## src/rtl/dcache_pkg.sv

```systemverilog
// Shared types and geometry for the direct-mapped write-back data cache.
package dcache_pkg;

   // Default geometry: 16 lines of 32 bytes (8 words) each.
   localparam int LINES_DEF = 16;
   localparam int OFFSET_W  = 5;
   localparam int INDEX_W   = $clog2(LINES_DEF);
   localparam int TAG_W     = 32 - OFFSET_W - INDEX_W;
   localparam int LINE_W    = 256;
   localparam int WORDS     = 8;

   // Controller states.
   typedef enum logic [1:0] {
      IDLE       = 2'd0,
      WRITE_BACK = 2'd1,
      ALLOCATE   = 2'd2
   } state_e;

   // Pick 32-bit word `sel` out of a line; word w lives in bits [32w+31:32w].
   function automatic logic [31:0] line_word(input logic [LINE_W-1:0] line,
                                             input logic [2:0]        sel);
      return line[{sel, 5'b00000} +: 32];
   endfunction

endpackage

```

## src/rtl/dcache_if.sv

```systemverilog
// CPU-side and memory-side signal bundle of the data cache.
//
// Memory handshake: mem_req_o rises with mem_we_o/mem_addr_o/mem_wdata_o
// already valid and all four hold constant until the cycle in which the
// memory returns a single-cycle mem_ack_i pulse (mem_rdata_i valid in that
// same cycle for fills). mem_ack_i is meaningless while mem_req_o = 0.
// CPU side: while cpu_stall_o = 1 the CPU holds cpu_req_i/we/addr/wdata.
interface dcache_if;
   import dcache_pkg::*;

   logic              cpu_req_i;
   logic              cpu_we_i;
   logic [31:0]       cpu_addr_i;
   logic [31:0]       cpu_wdata_i;
   logic [31:0]       cpu_rdata_o;
   logic              cpu_stall_o;

   logic              mem_req_o;
   logic              mem_we_o;
   logic [31:0]       mem_addr_o;
   logic [LINE_W-1:0] mem_wdata_o;
   logic [LINE_W-1:0] mem_rdata_i;
   logic              mem_ack_i;

   // Cache side.
   modport slave (
      input  cpu_req_i, cpu_we_i, cpu_addr_i, cpu_wdata_i,
      output cpu_rdata_o, cpu_stall_o,
      output mem_req_o, mem_we_o, mem_addr_o, mem_wdata_o,
      input  mem_rdata_i, mem_ack_i
   );

   // CPU + backing-memory side.
   modport master (
      output cpu_req_i, cpu_we_i, cpu_addr_i, cpu_wdata_i,
      input  cpu_rdata_o, cpu_stall_o,
      input  mem_req_o, mem_we_o, mem_addr_o, mem_wdata_o,
      output mem_rdata_i, mem_ack_i
   );

endinterface

```

## src/rtl/dcache_sram.sv

```systemverilog
// Tag/valid/dirty and line-data storage: combinational read at one index,
// synchronous whole-line fill and single-word store.
module dcache_sram
   import dcache_pkg::*;
#(
   parameter int LINES = LINES_DEF,
   parameter int IDX_W = $clog2(LINES),
   parameter int TG_W  = 32 - OFFSET_W - IDX_W
) (
   input  logic              clk_i,
   input  logic              rst_i,
   input  logic [IDX_W-1:0]  idx_i,
   output logic              rd_valid_o,
   output logic              rd_dirty_o,
   output logic [TG_W-1:0]   rd_tag_o,
   output logic [LINE_W-1:0] rd_line_o,
   input  logic              line_we_i,
   input  logic [TG_W-1:0]   line_tag_i,
   input  logic [LINE_W-1:0] line_data_i,
   input  logic              word_we_i,
   input  logic [2:0]        word_sel_i,
   input  logic [31:0]       word_data_i,
   input  logic              dirty_clr_i
);

   logic [LINES-1:0]  valid_q;
   logic [LINES-1:0]  dirty_q;
   logic [TG_W-1:0]   tag_q  [LINES];
   logic [LINE_W-1:0] data_q [LINES];

   // Combinational read of the addressed line.
   always_comb begin
      rd_valid_o = valid_q[idx_i];
      rd_dirty_o = dirty_q[idx_i];
      rd_tag_o   = tag_q[idx_i];
      rd_line_o  = data_q[idx_i];
   end

   // Valid/dirty bits: cleared by reset; a fill makes a line clean, a store dirties it.
   always_ff @(posedge clk_i) begin
      if (!rst_i) begin
         valid_q <= '0;
         dirty_q <= '0;
      end else begin
         if (line_we_i) begin
            valid_q[idx_i] <= 1'b1;
            dirty_q[idx_i] <= 1'b0;
         end
         if (dirty_clr_i) begin
            dirty_q[idx_i] <= 1'b0;
         end
         if (word_we_i) begin
            dirty_q[idx_i] <= 1'b1;
         end
      end
   end

   // Tag and data arrays are not reset; valid bits guard their contents.
   always_ff @(posedge clk_i) begin
      if (line_we_i) begin
         tag_q[idx_i]  <= line_tag_i;
         data_q[idx_i] <= line_data_i;
      end else if (word_we_i) begin
         data_q[idx_i][{word_sel_i, 5'b00000} +: 32] <= word_data_i;
      end
   end

endmodule

```

## src/rtl/dcache_controller.sv

```systemverilog
// Direct-mapped write-back write-allocate data cache controller: hit logic,
// miss FSM (IDLE -> [WRITE_BACK] -> ALLOCATE -> IDLE) and output muxing.
// A stalled request is simply re-looked-up in IDLE after the fill, so a
// pending store lands through the normal store-hit path.
module dcache_controller
   import dcache_pkg::*;
#(
   parameter int LINES = LINES_DEF
) (
   input  logic       clk_i,
   input  logic       rst_i,
   dcache_if.slave    bus,
   output logic [1:0] state_o
);

   localparam int IDX_W = $clog2(LINES);
   localparam int TG_W  = 32 - OFFSET_W - IDX_W;

   localparam logic [1:0] ST_IDLE       = IDLE;
   localparam logic [1:0] ST_WRITE_BACK = WRITE_BACK;
   localparam logic [1:0] ST_ALLOCATE   = ALLOCATE;

   logic [1:0]        state_q;
   logic [1:0]        state_d;

   logic [IDX_W-1:0]  idx;
   logic [TG_W-1:0]   req_tag;
   logic [2:0]        wsel;
   logic [1:0]        unused_addr_lsb;

   logic              rd_valid;
   logic              rd_dirty;
   logic [TG_W-1:0]   rd_tag;
   logic [LINE_W-1:0] rd_line;
   logic              hit;

   logic              line_we;
   logic              word_we;
   logic              dirty_clr;

   logic              stall;
   logic [31:0]       rdata;
   logic              mem_req;
   logic              mem_we;
   logic [31:0]       mem_addr;
   logic [LINE_W-1:0] mem_wdata;

   assign idx             = bus.cpu_addr_i[OFFSET_W +: IDX_W];
   assign req_tag         = bus.cpu_addr_i[31 -: TG_W];
   assign wsel            = bus.cpu_addr_i[4:2];
   assign unused_addr_lsb = bus.cpu_addr_i[1:0];

   dcache_sram #(
      .LINES (LINES),
      .IDX_W (IDX_W),
      .TG_W  (TG_W)
   ) u_sram (
      .clk_i       (clk_i),
      .rst_i       (rst_i),
      .idx_i       (idx),
      .rd_valid_o  (rd_valid),
      .rd_dirty_o  (rd_dirty),
      .rd_tag_o    (rd_tag),
      .rd_line_o   (rd_line),
      .line_we_i   (line_we),
      .line_tag_i  (req_tag),
      .line_data_i (bus.mem_rdata_i),
      .word_we_i   (word_we),
      .word_sel_i  (wsel),
      .word_data_i (bus.cpu_wdata_i),
      .dirty_clr_i (dirty_clr)
   );

   assign hit = bus.cpu_req_i & rd_valid & (rd_tag == req_tag);

   // State register; reset abandons any memory transaction in flight.
   always_ff @(posedge clk_i) begin
      if (!rst_i) begin
         state_q <= ST_IDLE;
      end else begin
         state_q <= state_d;
      end
   end

   // Next state, array write enables and all outputs; everything is held at 0 in reset.
   always_comb begin
      state_d   = state_q;
      stall     = 1'b0;
      rdata     = '0;
      mem_req   = 1'b0;
      mem_we    = 1'b0;
      mem_addr  = '0;
      mem_wdata = '0;
      line_we   = 1'b0;
      word_we   = 1'b0;
      dirty_clr = 1'b0;
      case (state_q)
         ST_IDLE: begin
            if (bus.cpu_req_i) begin
               if (hit) begin
                  rdata   = line_word(rd_line, wsel);
                  word_we = bus.cpu_we_i;
               end else begin
                  stall   = 1'b1;
                  state_d = (rd_valid & rd_dirty) ? ST_WRITE_BACK : ST_ALLOCATE;
               end
            end
         end
         ST_WRITE_BACK: begin
            stall     = 1'b1;
            mem_req   = 1'b1;
            mem_we    = 1'b1;
            mem_addr  = {rd_tag, idx, 5'b00000};
            mem_wdata = rd_line;
            if (bus.mem_ack_i) begin
               dirty_clr = 1'b1;
               state_d   = ST_ALLOCATE;
            end
         end
         ST_ALLOCATE: begin
            stall    = 1'b1;
            mem_req  = 1'b1;
            mem_addr = {req_tag, idx, 5'b00000};
            if (bus.mem_ack_i) begin
               line_we = 1'b1;
               state_d = ST_IDLE;
            end
         end
         default: begin
            state_d = ST_IDLE;
         end
      endcase
      if (!rst_i) begin
         stall     = 1'b0;
         rdata     = '0;
         mem_req   = 1'b0;
         mem_we    = 1'b0;
         mem_addr  = '0;
         mem_wdata = '0;
         line_we   = 1'b0;
         word_we   = 1'b0;
         dirty_clr = 1'b0;
      end
   end

   assign bus.cpu_stall_o = stall;
   assign bus.cpu_rdata_o = rdata;
   assign bus.mem_req_o   = mem_req;
   assign bus.mem_we_o    = mem_we;
   assign bus.mem_addr_o  = mem_addr;
   assign bus.mem_wdata_o = mem_wdata;
   assign state_o         = rst_i ? state_q : 2'b00;

endmodule

```

## src/flat_wrapper.sv

```systemverilog
// flat-port wrapper written by rule: the top's interface ports become plain ports
module dcache_controller_flat import dcache_pkg::*;
#(
   parameter int LINES = LINES_DEF
)
  (clk_i, rst_i, state_o, bus_cpu_req_i, bus_cpu_we_i, bus_cpu_addr_i, bus_cpu_wdata_i, bus_cpu_rdata_o, bus_cpu_stall_o, bus_mem_req_o, bus_mem_we_o, bus_mem_addr_o, bus_mem_wdata_o, bus_mem_rdata_i, bus_mem_ack_i);
  dcache_if bus_i ();
  input  logic clk_i;
  input  logic rst_i;
  output logic [1:0] state_o;
  input wire logic [$bits(bus_i.cpu_req_i)-1:0] bus_cpu_req_i;
  input wire logic [$bits(bus_i.cpu_we_i)-1:0] bus_cpu_we_i;
  input wire logic [$bits(bus_i.cpu_addr_i)-1:0] bus_cpu_addr_i;
  input wire logic [$bits(bus_i.cpu_wdata_i)-1:0] bus_cpu_wdata_i;
  output wire logic [$bits(bus_i.cpu_rdata_o)-1:0] bus_cpu_rdata_o;
  output wire logic [$bits(bus_i.cpu_stall_o)-1:0] bus_cpu_stall_o;
  output wire logic [$bits(bus_i.mem_req_o)-1:0] bus_mem_req_o;
  output wire logic [$bits(bus_i.mem_we_o)-1:0] bus_mem_we_o;
  output wire logic [$bits(bus_i.mem_addr_o)-1:0] bus_mem_addr_o;
  output wire logic [$bits(bus_i.mem_wdata_o)-1:0] bus_mem_wdata_o;
  input wire logic [$bits(bus_i.mem_rdata_i)-1:0] bus_mem_rdata_i;
  input wire logic [$bits(bus_i.mem_ack_i)-1:0] bus_mem_ack_i;
  assign bus_i.cpu_req_i = bus_cpu_req_i;
  assign bus_i.cpu_we_i = bus_cpu_we_i;
  assign bus_i.cpu_addr_i = bus_cpu_addr_i;
  assign bus_i.cpu_wdata_i = bus_cpu_wdata_i;
  assign bus_cpu_rdata_o = bus_i.cpu_rdata_o;
  assign bus_cpu_stall_o = bus_i.cpu_stall_o;
  assign bus_mem_req_o = bus_i.mem_req_o;
  assign bus_mem_we_o = bus_i.mem_we_o;
  assign bus_mem_addr_o = bus_i.mem_addr_o;
  assign bus_mem_wdata_o = bus_i.mem_wdata_o;
  assign bus_i.mem_rdata_i = bus_mem_rdata_i;
  assign bus_i.mem_ack_i = bus_mem_ack_i;
  dcache_controller #(.LINES(LINES)) u_core (.clk_i(clk_i), .rst_i(rst_i), .bus(bus_i), .state_o(state_o));
endmodule
```

## config.mk

```make
export PLATFORM = sky130hd
export DESIGN_NAME = dcache_controller_flat
export DESIGN_NICKNAME = d
export VERILOG_FILES = /design/src/rtl/dcache_pkg.sv /design/src/rtl/dcache_if.sv /design/src/rtl/dcache_sram.sv /design/src/rtl/dcache_controller.sv /design/src/flat_wrapper.sv
export SDC_FILE = /design/constraint.sdc
export NUM_CORES = 2
export LEC_CHECK = 0
export CAP_MARGIN = 10
export CORE_MARGIN = 2
export CORE_UTILIZATION = 44
export DETAILED_ROUTE_END_ITERATION = 8
export GPL_ROUTABILITY_DRIVEN = 0
export PLACE_DENSITY_LB_ADDON = 0.3
export SLEW_MARGIN = 20
export SYNTH_ARGS = -nofsm -noshare
export SYNTH_HDL_FRONTEND = slang
export SYNTH_MEMORY_MAX_BITS = 65536
export SYNTH_SLANG_ARGS = --single-unit
```

## constraint.sdc

```tcl
create_clock -name clk_i -period 8 [get_ports clk_i]
set_input_delay 1.6 -clock clk_i [delete_from_list [all_inputs] [get_ports clk_i]]
set_output_delay 1.6 -clock clk_i [all_outputs]
set_load 0.005 [all_outputs]
```

======== Yosys cells after proc, flatten, opt, wreduce, memory -nomap -nowiden ========
Memories as Yosys holds them, arrays and structs flattened.
Cells that the tools add are included.
operators by class
  add/sub/neg operators ................... 1
  magnitude comparators ................... 2
  eq/ne operators ......................... 7
  shift operators ......................... 3
  multiplexer cells ....................... 304
  bitwise operators ....................... 264
  reduce and logical (&&, ||, !) cells .... 4
operator list
  operator                                                            count
  2-to-1 mux 256 bit                                                  3
  2-to-1 mux 1 bit                                                    279
  bitwise OR 1 bit                                                    256
  variable shift 32 x 10 -> 256 bit (first input constant)            1
  indexed part select 256 x 9 -> 32 bit                               1
  indexed part select 32 x 10 -> 256 bit                              1
  2-to-1 mux 32 bit                                                   5
  2-to-1 mux 16 bit                                                   5
  case mux 32 bit (2 select lines)                                    1
  bitwise AND 16 bit                                                  2
  bitwise OR 16 bit                                                   2
  equality test 23 bit                                                1
  inverter 16 bit                                                     1
  2-to-1 mux 2 bit                                                    6
  negator 8 -> 10 bit                                                 1
  binary-select mux 1 bit (select 4 bit)                              2
  != test 2 bit (second input constant)                               4
  case mux 2 bit (3 select lines)                                     1
  less-than comparator 4 x 5 -> 1 bit (second input constant)         1
  demux 1 bit (select 4 bit)                                          1
  greater-or-equal comparator 4 x 1 -> 1 bit (second input constant)  1
  AND reduction 4 bit                                                 1
  bitwise AND 1 bit                                                   3
  equality test 2 x 1 -> 1 bit (second input constant)                1
  other kinds (5)                                                     5
storage, ports and cells
  flip-flop bits (word level) ............. 34
  memory bits (writable) .................. 4,464
  memories ................................ 2
memories
  name                  depth  bits a word  read ports  clocked after Yosys merged registers in  wr ports  RTL line           source
  u_core.u_sram.data_q  16     256          1           0                                        1         dcache_sram.sv:29  logic [LINE_W-1:0] data_q [LINES];
  u_core.u_sram.tag_q   16     23           1           0                                        1         dcache_sram.sv:28  logic [TG_W-1:0] tag_q [LINES];

======== Depth between registers and ports, before layout ========
  depth in word-level cells ............... 13
  mapped depth ............................ 16
  gate-level depth less buffers ........... 9

======== Modules after synthesis ========
From an unflattened synthesis, not the netlist that was laid out.
second synthesis, totals
  cells, all modules ...................... 8,130
  area total of the unflattened synthesis .. 177,574.1 um^2
modules (own cells, without submodules)
  module             times used  cells an instance  area each (um^2)  seq. area each (um^2)
  dcache_sram        1           7,537              172,884.6         134,689.2
  dcache_controller  1           593                4,689.5           40.0

======== Worst setup path after synthesis ========
No wires, ideal clock.
  kind .................................... input to output
  start point ............................. input port bus_cpu_addr_i[5]
  end point ............................... output port bus_cpu_rdata_o[10]
  arrival time ............................ 4.929 ns
  required time ........................... 6.400 ns
  path slack .............................. 1.471 ns
  cell stages on the path ................. 13
  buffers on the path ..................... 8
  cell sequence ........................... buf_6 buf_6 buf_4 buf_6 buf_4 buf_2 buf_2 buf_1 mux4_2 mux4_2 mux4_2 nand2_1 a21oi_1
on the way
  word-level cells in the longest chain between the ends .. 8
ends and longest elaborated chain
  item                                                           RTL line                  source
  start: declaration                                             flat_wrapper.sv:13        input wire logic [$bits(bus_i.cpu_addr_i)-1:0] bus_cpu_addr_i;
  branches (longest 4 deep; another with memory (16 x 256 bit))  -
  2-to-1 mux 32 bit (*)                                          dcache_controller.sv:100  if (hit) begin
  2-to-1 mux 32 bit (*)                                          dcache_controller.sv:99   if (bus.cpu_req_i) begin
  2-to-1 mux 32 bit (*)                                          dcache_controller.sv:97   case (state_q)
  2-to-1 mux 32 bit (*)                                          dcache_controller.sv:133  if (!rst_i) begin
  end: declaration                                               flat_wrapper.sv:15        output wire logic [$bits(bus_i.cpu_rdata_o)-1:0] bus_cpu_rdata_o;
Mark *: on every way between the ends. The select of a mux whose other input is x is not followed.

======== Worst setup path after layout ========
  start point ............................. input port bus_cpu_addr_i[6]
  end point ............................... output port bus_cpu_rdata_o[1]
The elaborated chain is that of the path after synthesis.

==> flow_metrics.env <==
export IMPL_run_status="finished clean"
export IMPL_critical_path_class="in2out"
export IMPL_crit_fanout=51
export IMPL_dr_max_layer_used="met5"
export IMPL_synthToLayoutAreaGrowth_pct=17.62
export IMPL_finalWirelength_mm=572.1
export IMPL_yosysTopAreaCellShare=0.7495
export IMPL_seq_power_share=0.523
export IMPL_tritoncts="done"
export IMPL_detailedRoute_firstPassIterationCount=6
export IMPL_most_prevalent_standard_cell_on_the_critical_path="buf_4"
export IMPL_clk_insertion_delay_late_ps=1000
export IMPL_power_ir_vdd_worst_uv=189.3
export IMPL_cts_post_setup_buffers_inserted=0
export IMPL_setup_tns_final_ps=0
export IMPL_number_of_global_route_vias_before_repair=89738
export IMPL_power_switching_share=0.2234
export IMPL_yosysUniqueCellTypes=77
export IMPL_ant_nets=0
export IMPL_dr_total_vias=92640
export IMPL_timing_fmax_mhz=129.8
export IMPL_dr_wl_met3_mm=60.84
export IMPL_timing_reg2reg_setup_slack_ps=2730
export IMPL_drt_initial_drc_count=13673
export IMPL_synth_area_sq_um=178900
export IMPL_seq_area_frac_synth=0.7533
export IMPL_critical_path_max_stage_delay_ps=580
export IMPL_rsz0062_at_grt="false"
export IMPL_antenna_violations_before_repair=126
export IMPL_ctsResizeCount=0
export IMPL_cts_root_buf="clkbuf_16"
export IMPL_p_int_mw=38.61
export IMPL_postSynth_asyncResetShare=0
export IMPL_min_delay_start="u_core.u_sram.valid_q[0]"
export IMPL_worstHoldPathType="reg2reg"
export IMPL_numPortBuffers=642
export IMPL_finalCritPeriodShare=0.9633
export IMPL_cts_htree_levels=5
export IMPL_crit_required_ps=6400
export IMPL_drive_above_1_share=0.3070
export IMPL_grt_first_pass_wirelength_mm=763.0
export IMPL_clk_path_buf_depth=4
export IMPL_r2r_cells=10
export IMPL_setup_worst_path_start_class="input port"
export IMPL_timing_max_cap_violations=0
export IMPL_synth_largest_area_cell="edfxtp_1"
export IMPL_mostFrequentLayoutCell="edfxtp_1"
export IMPL_finalSetupViolCount=0
export IMPL_worst_setup_hold_path_clk_slew_ps=60
export IMPL_detailed_place_hpwl_mm=363.7
export IMPL_met2RoutedLength_mm=262.8
export IMPL_p_switching_mw=11.10
export IMPL_hold_end="u_core.u_sram.valid_q[0]"
export IMPL_synth_yosys_warnings=0
export IMPL_post_synth_main_area_contributors="edfxtp_1 75%, mux4_2 18%, mux2_2 1.0%"
export IMPL_worst_clock_skew_ps=70.86
export IMPL_worst_slew_margin_rel=0.05670
export IMPL_die_area_sq_um=411600
export IMPL_coreArea_sq_um=405500
export IMPL_power_per_cell_area_nw_per_um2=236.3
export IMPL_setup_worst_path_end_class="primary output"
export IMPL_fin_util=0.5188
export IMPL_grt_max_degree=143
export IMPL_fin_total_pwr_mw=49.71
export IMPL_ys_flop_type="edfxtp_1"
export IMPL_syn_area_per_cell_sq_um=22.60
export IMPL_final_cell_mix="4464 x edfxtp_1, 1418 x mux4_2, 638 x clkdlybuf4s50_1"
export IMPL_clock_power_share=0.407
export IMPL_worst_hold_path_num_cells=1
export IMPL_gr_usage_all_layers=0.2738
export IMPL_period_needed_ps=7706
export IMPL_cp_data_arrival_time_ps=6110
export IMPL_cts_hold_buffers=0
export IMPL_number_of_vias_per_cell_after_detailed_routing=6.247
export IMPL_finalNetCount=9267
export IMPL_synth_ff_latch_count=4498
export IMPL_wl_per_cell_um=38.58
export IMPL_cts_num_sinks=4498
export IMPL_start_util=0.4411
export IMPL_m1WireLength_mm=204.1
export IMPL_height_of_the_die_um=641.6
export IMPL_row_count=234
export IMPL_synth_edff_count=4464
export IMPL_cpMaxStageDelayCell="or4_4"
export IMPL_comb_power_share=0.069
export IMPL_total_leakage_power_nw=65.15
export IMPL_pin_slew_with_the_least_headroom_to_its_limit_ps=1415
export IMPL_reg2reg_to="u_core.u_sram.data_q[1][152]"
export IMPL_drv_slew=0
export IMPL_num_io_pins=650
export IMPL_cp_cell_sequence="buf_8 -> and2_1 -> a22oi_1 -> a31oi_1 -> o221ai_1 -> or4_4 -> a21boi_0 -> nand4b_1 -> buf_4 -> a21oi_1 -> buf_4 -> clkdlybuf4s50_1"
export IMPL_hold_viol_final=0
export IMPL_cts_made_buffers=435
export IMPL_die_w_um=641.6
export IMPL_netlist_instances=7915
export IMPL_drc_errors=0
export IMPL_worstReg2RegStart="u_core.u_sram.tag_q[0][2]"
export IMPL_globalRoute_totalOverflow=0
## kinds of logic (layout without fill, tap and decap cells)
kind of cell	count (synthesis)	count (layout)	share of synthesized area
compound gates	396	396	0.01437
xor+xnor	22	22	0.001077
fa+ha+maj	9	9	0.0006296
buf+inv	589	1959	0.01396
flops	4498	4498	0.7533
mux	1720	1720	0.1967
other cells	1	117	0.00002097
simple gates	680	680	0.01996
## state kept, by name, summed over array words and instances (netlist names)
signal	cells
u_core.u_sram.tag_q	368
u_core.u_sram.data_q	4096
u_core.u_sram.dirty_q	16
u_core.u_sram.valid_q	16
u_core.state_q	2
## area by class of cell
| class | count | area [sq um] |
|---|---|---|
| clock buffers | 541 | 11510 |
| repair buffers | 1076 | 10950 |
| inverters | 90 | 350.3 |
| fillers | 31087 | 195100 |
| flip-flops and latches | 4498 | 134700 |
| diodes | 112 | 280.3 |
| well taps | 5428 | 6792 |
| clock inverters | 252 | 2411 |
| multi-input cells | 2832 | 43350 |
## power by group through the flow
stage                     Combinational [mW]  Clock (mW)  Sequential [mW]
after floorplan                         1.63           0             26.5
after global placement                  3.32           0             26.5
after detailed placement                3.37           0             26.5
after CTS                               3.38        20.4             26.0
after global routing                    3.48        21.3             26.0
final                                   3.45        20.2             26.0
## per-stage QoR
step	instances	area [sq um]	hold slack, ps	setup slack (ps)
final	14829	210400	451.2	293.7
after global placement	13921	196000	429.9	271.0
after global routing	14763	210200	469.0	81.52
after detailed placement	13922	196000	442.0	302.4
after CTS	14715	209900	455.3	274.4
after floorplan	7919	178900	421.0	1471
## worst max path at each step
stage	startpoint	endpoint	slack (ps)	cells past startpoint
floorplan	bus_cpu_addr_i[5]	bus_cpu_rdata_o[10]	1470	13
global route	bus_cpu_addr_i[5]	bus_cpu_rdata_o[1]	80	14
global placement	bus_cpu_addr_i[5]	bus_cpu_rdata_o[1]	270	13
CTS	bus_cpu_addr_i[6]	bus_cpu_rdata_o[1]	270	12
finish	bus_cpu_addr_i[6]	bus_cpu_rdata_o[1]	290	12
detailed placement	bus_cpu_addr_i[6]	bus_cpu_rdata_o[1]	300	12
## per-layer routing
metal  vias up  track usage
met5         -            0
met4        68       0.1799
met3      1170      0.07106
met2      5924       0.4130
met1     49823       0.3528
li1      35655            -
## cells in the mapped netlist (all sizes together), types with 22 or more instances
| master | count |
|---|---|
| a21oi | 162 |
| o31ai | 28 |
| mux2i | 132 |
| dfxtp | 34 |
| o211ai | 27 |
| a22oi | 22 |
| inv | 89 |
| o21ai | 48 |
| edfxtp | 4464 |
| nand2b | 37 |
| mux2 | 170 |
| clkbuf | 333 |
| nand3 | 29 |
| nand2 | 179 |
| nor2 | 125 |
| buf | 166 |
| mux4 | 1418 |
| and2 | 262 |
## worst max-delay path: cells and delay by family
family,cells,cell delay [ps]
AND/OR/NAND/NOR,3,1450
AO/OA/AOI/OAI,5,1460
buffers and inverters,4,1450
Note: power is estimated with default switching activity, not from simulation.
